### src/rtl/alu_seq_pkg.sv
// rtl/alu_seq_pkg.sv - opcode constants and FSM encoding for alu_seq
package alu_seq_pkg;

  localparam logic [2:0] OP_PLUS  = 3'd0;
  localparam logic [2:0] OP_MINUS = 3'd1;
  localparam logic [2:0] OP_AND   = 3'd2;
  localparam logic [2:0] OP_OR    = 3'd3;
  localparam logic [2:0] OP_INV   = 3'd4;
  localparam logic [2:0] OP_LAST  = 3'd4;

  typedef enum logic [1:0] {
    IDLE = 2'd0,
    EXEC = 2'd1,
    RESP = 2'd2
  } state_t;

  function automatic logic op_legal(input logic [2:0] op);
    return op <= OP_LAST;
  endfunction

endpackage

### src/rtl/alu_seq.sv
// rtl/alu_seq.sv - request/response sequencer around an external combinational ALU
// Optional carry/zero flags enabled by defining ALU_SEQ_FLAGS_EN.
module alu_seq
  import alu_seq_pkg::*;
#(
  parameter int DATA_W = 8,
  parameter int CNT_W  = 16
) (
  input  logic              clk,
  input  logic              rst_n,
  input  logic              req_valid,
  output logic              req_ready,
  input  logic [2:0]        req_opcode,
  input  logic [DATA_W-1:0] req_a,
  input  logic [DATA_W-1:0] req_b,
  input  logic              req_use_acc,
  input  logic              acc_clr,
  output logic [2:0]        alu_opcode,
  output logic [DATA_W-1:0] alu_a,
  output logic [DATA_W-1:0] alu_b,
  input  logic [DATA_W-1:0] alu_out,
  output logic              resp_valid,
  input  logic              resp_ready,
  output logic [DATA_W-1:0] resp_result,
  output logic              resp_err,
  output logic              resp_carry,
  output logic              resp_zero,
  output logic [DATA_W-1:0] acc,
  output logic [CNT_W-1:0]  op_count
);

  state_t state_q, state_d;
  logic   accept;
  logic   exec;
  logic   done;
  logic   legal;

  assign accept = req_valid && req_ready;
  assign exec   = (state_q == EXEC);
  assign done   = resp_valid && resp_ready;
  assign legal  = op_legal(alu_opcode);

  always_ff @(posedge clk or negedge rst_n) begin
    if (!rst_n) state_q <= IDLE;
    else        state_q <= state_d;
  end

  always_comb begin
    state_d    = state_q;
    req_ready  = 1'b0;
    resp_valid = 1'b0;
    case (state_q)
      IDLE: begin
        req_ready = 1'b1;
        if (req_valid) state_d = EXEC;
      end
      EXEC: state_d = RESP;
      RESP: begin
        resp_valid = 1'b1;
        if (resp_ready) state_d = IDLE;
      end
      default: state_d = IDLE;
    endcase
  end

  // Operand registers feed the ALU directly so its inputs only change on accept.
  always_ff @(posedge clk or negedge rst_n) begin
    if (!rst_n) begin
      alu_opcode <= 3'd0;
      alu_a      <= '0;
      alu_b      <= '0;
    end else if (accept) begin
      alu_opcode <= req_opcode;
      alu_a      <= req_use_acc ? acc : req_a;
      alu_b      <= req_b;
    end
  end

  always_ff @(posedge clk or negedge rst_n) begin
    if (!rst_n) begin
      resp_result <= '0;
      resp_err    <= 1'b0;
    end else if (exec) begin
      resp_result <= legal ? alu_out : '0;
      resp_err    <= !legal;
    end
  end

  // Clear has priority over the EXEC load.
  always_ff @(posedge clk or negedge rst_n) begin
    if (!rst_n)              acc <= '0;
    else if (acc_clr)        acc <= '0;
    else if (exec && legal)  acc <= alu_out;
  end

  always_ff @(posedge clk or negedge rst_n) begin
    if (!rst_n)    op_count <= '0;
    else if (done) op_count <= op_count + CNT_W'(1);
  end

`ifdef ALU_SEQ_FLAGS_EN
  logic [DATA_W:0] sum_w;
  logic            carry_d;
  logic            carry_q;
  logic            zero_q;

  assign sum_w = {1'b0, alu_a} + {1'b0, alu_b};

  always_comb begin
    carry_d = 1'b0;
    case (alu_opcode)
      OP_PLUS:  carry_d = sum_w[DATA_W];
      OP_MINUS: carry_d = (alu_a < alu_b);
      default:  carry_d = 1'b0;
    endcase
  end

  always_ff @(posedge clk or negedge rst_n) begin
    if (!rst_n) begin
      carry_q <= 1'b0;
      zero_q  <= 1'b0;
    end else if (exec) begin
      carry_q <= legal && carry_d;
      zero_q  <= legal && (alu_out == '0);
    end
  end

  assign resp_carry = carry_q;
  assign resp_zero  = zero_q;
`else
  assign resp_carry = 1'b0;
  assign resp_zero  = 1'b0;
`endif

endmodule

### config.mk
export PLATFORM = sky130hd
export DESIGN_NAME = alu_seq
export DESIGN_NICKNAME = d
export VERILOG_FILES = /design/src/rtl/alu_seq_pkg.sv /design/src/rtl/alu_seq.sv
export SDC_FILE = /design/constraint.sdc
export NUM_CORES = 1
export LEC_CHECK = 0
export ABC_AREA = 1
export CAP_MARGIN = 20
export CORE_ASPECT_RATIO = 0.8
export CORE_MARGIN = 2
export CORE_UTILIZATION = 47
export DETAILED_ROUTE_END_ITERATION = 12
export GPL_TIMING_DRIVEN = 1
export PLACE_DENSITY_LB_ADDON = 0.1
export SLEW_MARGIN = 20
export SYNTH_ARGS = -nofsm -noshare
export SYNTH_HDL_FRONTEND = slang
export SYNTH_SLANG_ARGS = --single-unit
### constraint.sdc
create_clock -name clk -period 3.4 [get_ports clk]
set_clock_uncertainty 0.15 [all_clocks]
set_input_delay 0.68 -clock clk [delete_from_list [all_inputs] [get_ports clk]]
set_output_delay 0.68 -clock clk [all_outputs]
set_load 0.02 [all_outputs]
==> summary.md <==
- **post-synthesis share of cell area spent on and, or, nand and nor gates** 26.96%
- **overall die area** 0.005686 sq mm
- **RSZ-0062 raised after global routing** false
- **Synth warnings** 0
- **number of flip-flops and latches in the synthesized netlist** 54
- **leakage component of the power** 1.663 nW
- **total of fill cells in the finished design** 396
- **area growth from synthesis to layout** 43.83%
- **Worst-Skew Late Latency** 310 ps
- **length in cells of the worst reg-to-reg path** 5
- **sequential cell area fraction in the yosys report** 56.43%
- **wire length per cell** 13.28 um
- **final period utilization** 73.45%
- **Chip Height** 67.85 um
- **required time at the endpoint of the critical path** 2570 ps
- **pins over their slew limit** 0
- **Critical path destination** resp_valid
- **transition time of the tightest slew-check pin** 549.5 ps
- **Reg area** 0.001351 sq mm
- **kind of path behind the tightest hold check** input pin to asynchronous set/reset pin
- **mean area per synthesized cell** 8.740 sq um
- **core area** 0.004950 sq mm
- **cts hold-fix bufs** 0
- **R2R setup slack** 1800 ps
- **Clock Pin Slew Worst Setup and Hold Paths** 100 ps
- **proportion of layout cells with a drive suffix above 1** 7.418%
- **max-cap violation count** 0
- **number of nets in the layout** 397
- **Worst Setup End Kind** output pin
- **maximum fanout count along the critical path** 3
- **IR drop worst, VDD** 0.5397 mV
- **CTS Buf Count** 5
- **GRT Total Usage** 20.74%
- **synthesized netlist cell count** 274
- **Slew Limit Headroom** 63.37%
- **Netlist Area Pre-Place** 0.002395 sq mm
- **wire length of the first global-routing pass** 9018 um
- **pwr dens** 796.5 mW/mm^2
- **Final ANT Viol Nets** 0
- **critical setup path kind** flip-flop to output pin
- **placed wire-length estimate after detailed placement** 4234 um
- **count of H-tree levels built during CTS** 2
- **outcome** completed
- **FP Rows** 23
- **Unique masters post-synth** 30
- **number of resized instances in the post-cts repair step** 0
- **R2R Path Start** alu_opcode[1]$_DFFE_PN0P_
- **routability-driven placement congestion ratio** 0.8215
- **count of vias placed by the detailed router** 2024
- **wire length after detailed routing** 5657 um
- **number of I/O pins** 89
- **area share of xor/xnor cells in the synthesized design** 2.926%
- **overflow left after global routing** 0
- **FF-to-FF End** acc[6]$_DFFE_PN0P_
- **Total Power Consumption** 0.002744 W
- **buffer cell driving the clock tree root** clkbuf_8
- **combinational family with the most area after synthesis** simple AND/OR/NAND/NOR gates
- **maximum number of pins on one net before global-route repair** 29
- **Adder-Cell Fraction of Synth Area** 0.5225%
- **Post CTS Setup Buffer Count** 0
- **setup TNS after final layout** 0 ps
- **CTS Buffer Depth** 2
- **starting utilization of the core area** 48.38%
- **number of sinks driven by the clock tree** 54
- **routed via count divided by cell count** 4.751
- **category of the worst setup path launch point** flip-flop
- **source of the critical timing path** state_q[1]$_DFFE_PN0P_
- **count of buffers inserted at the top-level ports** 86
- **clock tree from TritonCTS** done
- **Hold Fails Final Rpt** 0
- **Period minus WS final** 2497 ps
- **share of the synthesized area in compound gates (AO/OA/AOI/OAI)** 6.374%
- **Inserted Diodes** 0
- **initial antenna violation count** 0
- **width of the die** 83.81 um
- **DRT Pass-1 Iters** 4
- **area taken by multi-input logic gates** 899.6 sq um
- **data arrival at the endpoint of the critical path** 1670 ps
- **share of cell area taken by muxes after synthesis** 0.4702%
- **Residual DRC** 0
- **timing-limited maximum frequency** 0.4004 GHz
- **setup violators final** 0
- **vias in the first global route** 1864
- **Iteration-0 DRC Markers** 153
==> state kept, by name, indices dropped and copies added, names as in the netlist <==
signal and count:
alu_opcode 3, acc 8, alu_a 8, alu_b 8, op_count 16, resp_result 8
resp_err 1, state_q 2
==> report_power, final <==
group	internal, W	switching [W]	leakage, nW
combinational	0.000537	0.000660	0.913
clock	0.000314	0.000213	0.0714
sequential	0.000858	0.000162	0.679
==> routing by layer <==
| metal | vias to the layer above | track usage (%) | share of wire, % |
|---|---|---|---|
| li1 | 1029 | - | - |
| met4 | 0 | 8.065 | 1.7 |
| met2 | 63 | 28.70 | 41 |
| met5 | - | 0 | 0 |
| met3 | 9 | 6.031 | 7.0 |
| met1 | 923 | 30.82 | 51 |
==> worst max-delay path: stages, from the launching register on <==
cell and delay, ps:
dfrtp_1 450, inv_2 50, nor2_1 210, clkdlybuf4s50_1 650
==> cell usage in the layout, fill, tap and decap left out, types with 2 or more instances in the layout <==
| master | synthesis | layout |
|---|---|---|
| dfrtp_1 | 54 | 54 |
| inv_2 | 4 | 4 |
| nand4_1 | 5 | 5 |
| nor3_1 | 2 | 2 |
| bufinv_16 | 0 | 2 |
| a21oi_1 | 8 | 8 |
| conb_1 | 1 | 2 |
| nand3_1 | 8 | 8 |
| clkbuf_8 | 0 | 6 |
| nand3b_1 | 2 | 2 |
| clkdlybuf4s50_1 | 0 | 85 |
| xnor2_1 | 4 | 4 |
| o21bai_2 | 2 | 2 |
| xor2_1 | 4 | 4 |
| inv_1 | 21 | 21 |
| nor2_1 | 12 | 12 |
| nand2_1 | 109 | 109 |
| buf_4 | 5 | 2 |
| o21ai_0 | 10 | 10 |
| o21ai_1 | 8 | 8 |
| nand2_2 | 3 | 3 |
==> Yosys cell counts <==
| cell | instances | area share (%) |
|---|---|---|
| nand2_1 | 109 | 17 |
| dfrtp_1 | 54 | 56 |
| inv_1 | 21 | 3.3 |
| nor2_1 | 12 | 1.9 |
| o21ai_0 | 10 | 2.1 |
| a21oi_1 | 8 | 1.7 |
| nand3_1 | 8 | 1.7 |
| o21ai_1 | 8 | 1.7 |
| buf_4 | 5 | 1.6 |
| nand4_1 | 5 | 1.3 |
| inv_2 | 4 | 0.63 |
| xnor2_1 | 4 | 1.5 |
| xor2_1 | 4 | 1.5 |
| nand2_2 | 3 | 0.78 |
| nand3b_1 | 2 | 0.63 |
| nor3_1 | 2 | 0.42 |
| o21bai_2 | 2 | 0.94 |
| buf_1 | 1 | 0.16 |
| clkbuf_1 | 1 | 0.16 |
| clkinv_1 | 1 | 0.16 |
| clkinv_2 | 1 | 0.21 |
| conb_1 | 1 | 0.16 |
| ha_1 | 1 | 0.52 |
| mux2_1 | 1 | 0.47 |
| nand2_4 | 1 | 0.47 |
| nand3_4 | 1 | 0.73 |
| nor2_2 | 1 | 0.26 |
| nor2_4 | 1 | 0.47 |
| nor2_8 | 1 | 0.84 |
| nor3_2 | 1 | 0.42 |
==> worst min path at each step <==
| stage | from | endpoint | slack (ps) | cells after the start |
|---|---|---|---|---|
| floorplan | rst_n | acc[0]$_DFFE_PN0P_ | 230 | 0 |
| global placement | alu_b[0]$_DFFE_PN0P_ | alu_b[0]$_DFFE_PN0P_ | 310 | 2 |
| detailed placement | alu_b[5]$_DFFE_PN0P_ | alu_b[5]$_DFFE_PN0P_ | 320 | 2 |
| CTS | rst_n | resp_result[5]$_DFFE_PN0N_ | 210 | 1 |
| global route | rst_n | resp_result[5]$_DFFE_PN0N_ | 230 | 1 |
| finish | rst_n | resp_result[6]$_DFFE_PN0N_ | 190 | 1 |
==> layout make-up <==
type                            count  area share [%]
Tap cell                           62           2.252
Clock buffer                        6           2.397
Multi-Input combinational cell    187           26.12
Sequential cell                    54           39.23
Inverter                           27           2.979
Timing Repair Buffer               88           25.28
Clock inverter                      2           1.744
==> cells by family after synthesis <==
family	Yosys count
adders and majority gates	1
muxes	1
AOI/OAI and AO/OA	28
buffers and inverters	34
other	1
xor gates and xnor gates	8
DFF	54
and+or+nand+nor	147
==> metrics by stage <==
step	instance area, sq um	utilization, %	hold WS (ps)	setup slack [ps]	cells
6_report	3445	69.59	190.9	902.6	426
5_1_grt	3445	69.59	230.6	814.5	426
4_1_cts	3445	69.59	209.2	910.9	426
3_5_place_dp	3302	66.71	315.5	1255	418
3_3_place_gp	3302	66.71	313.2	1275	418
2_1_floorplan	2399	-	234.4	1778	275
(Power assumes the default switching activity.)
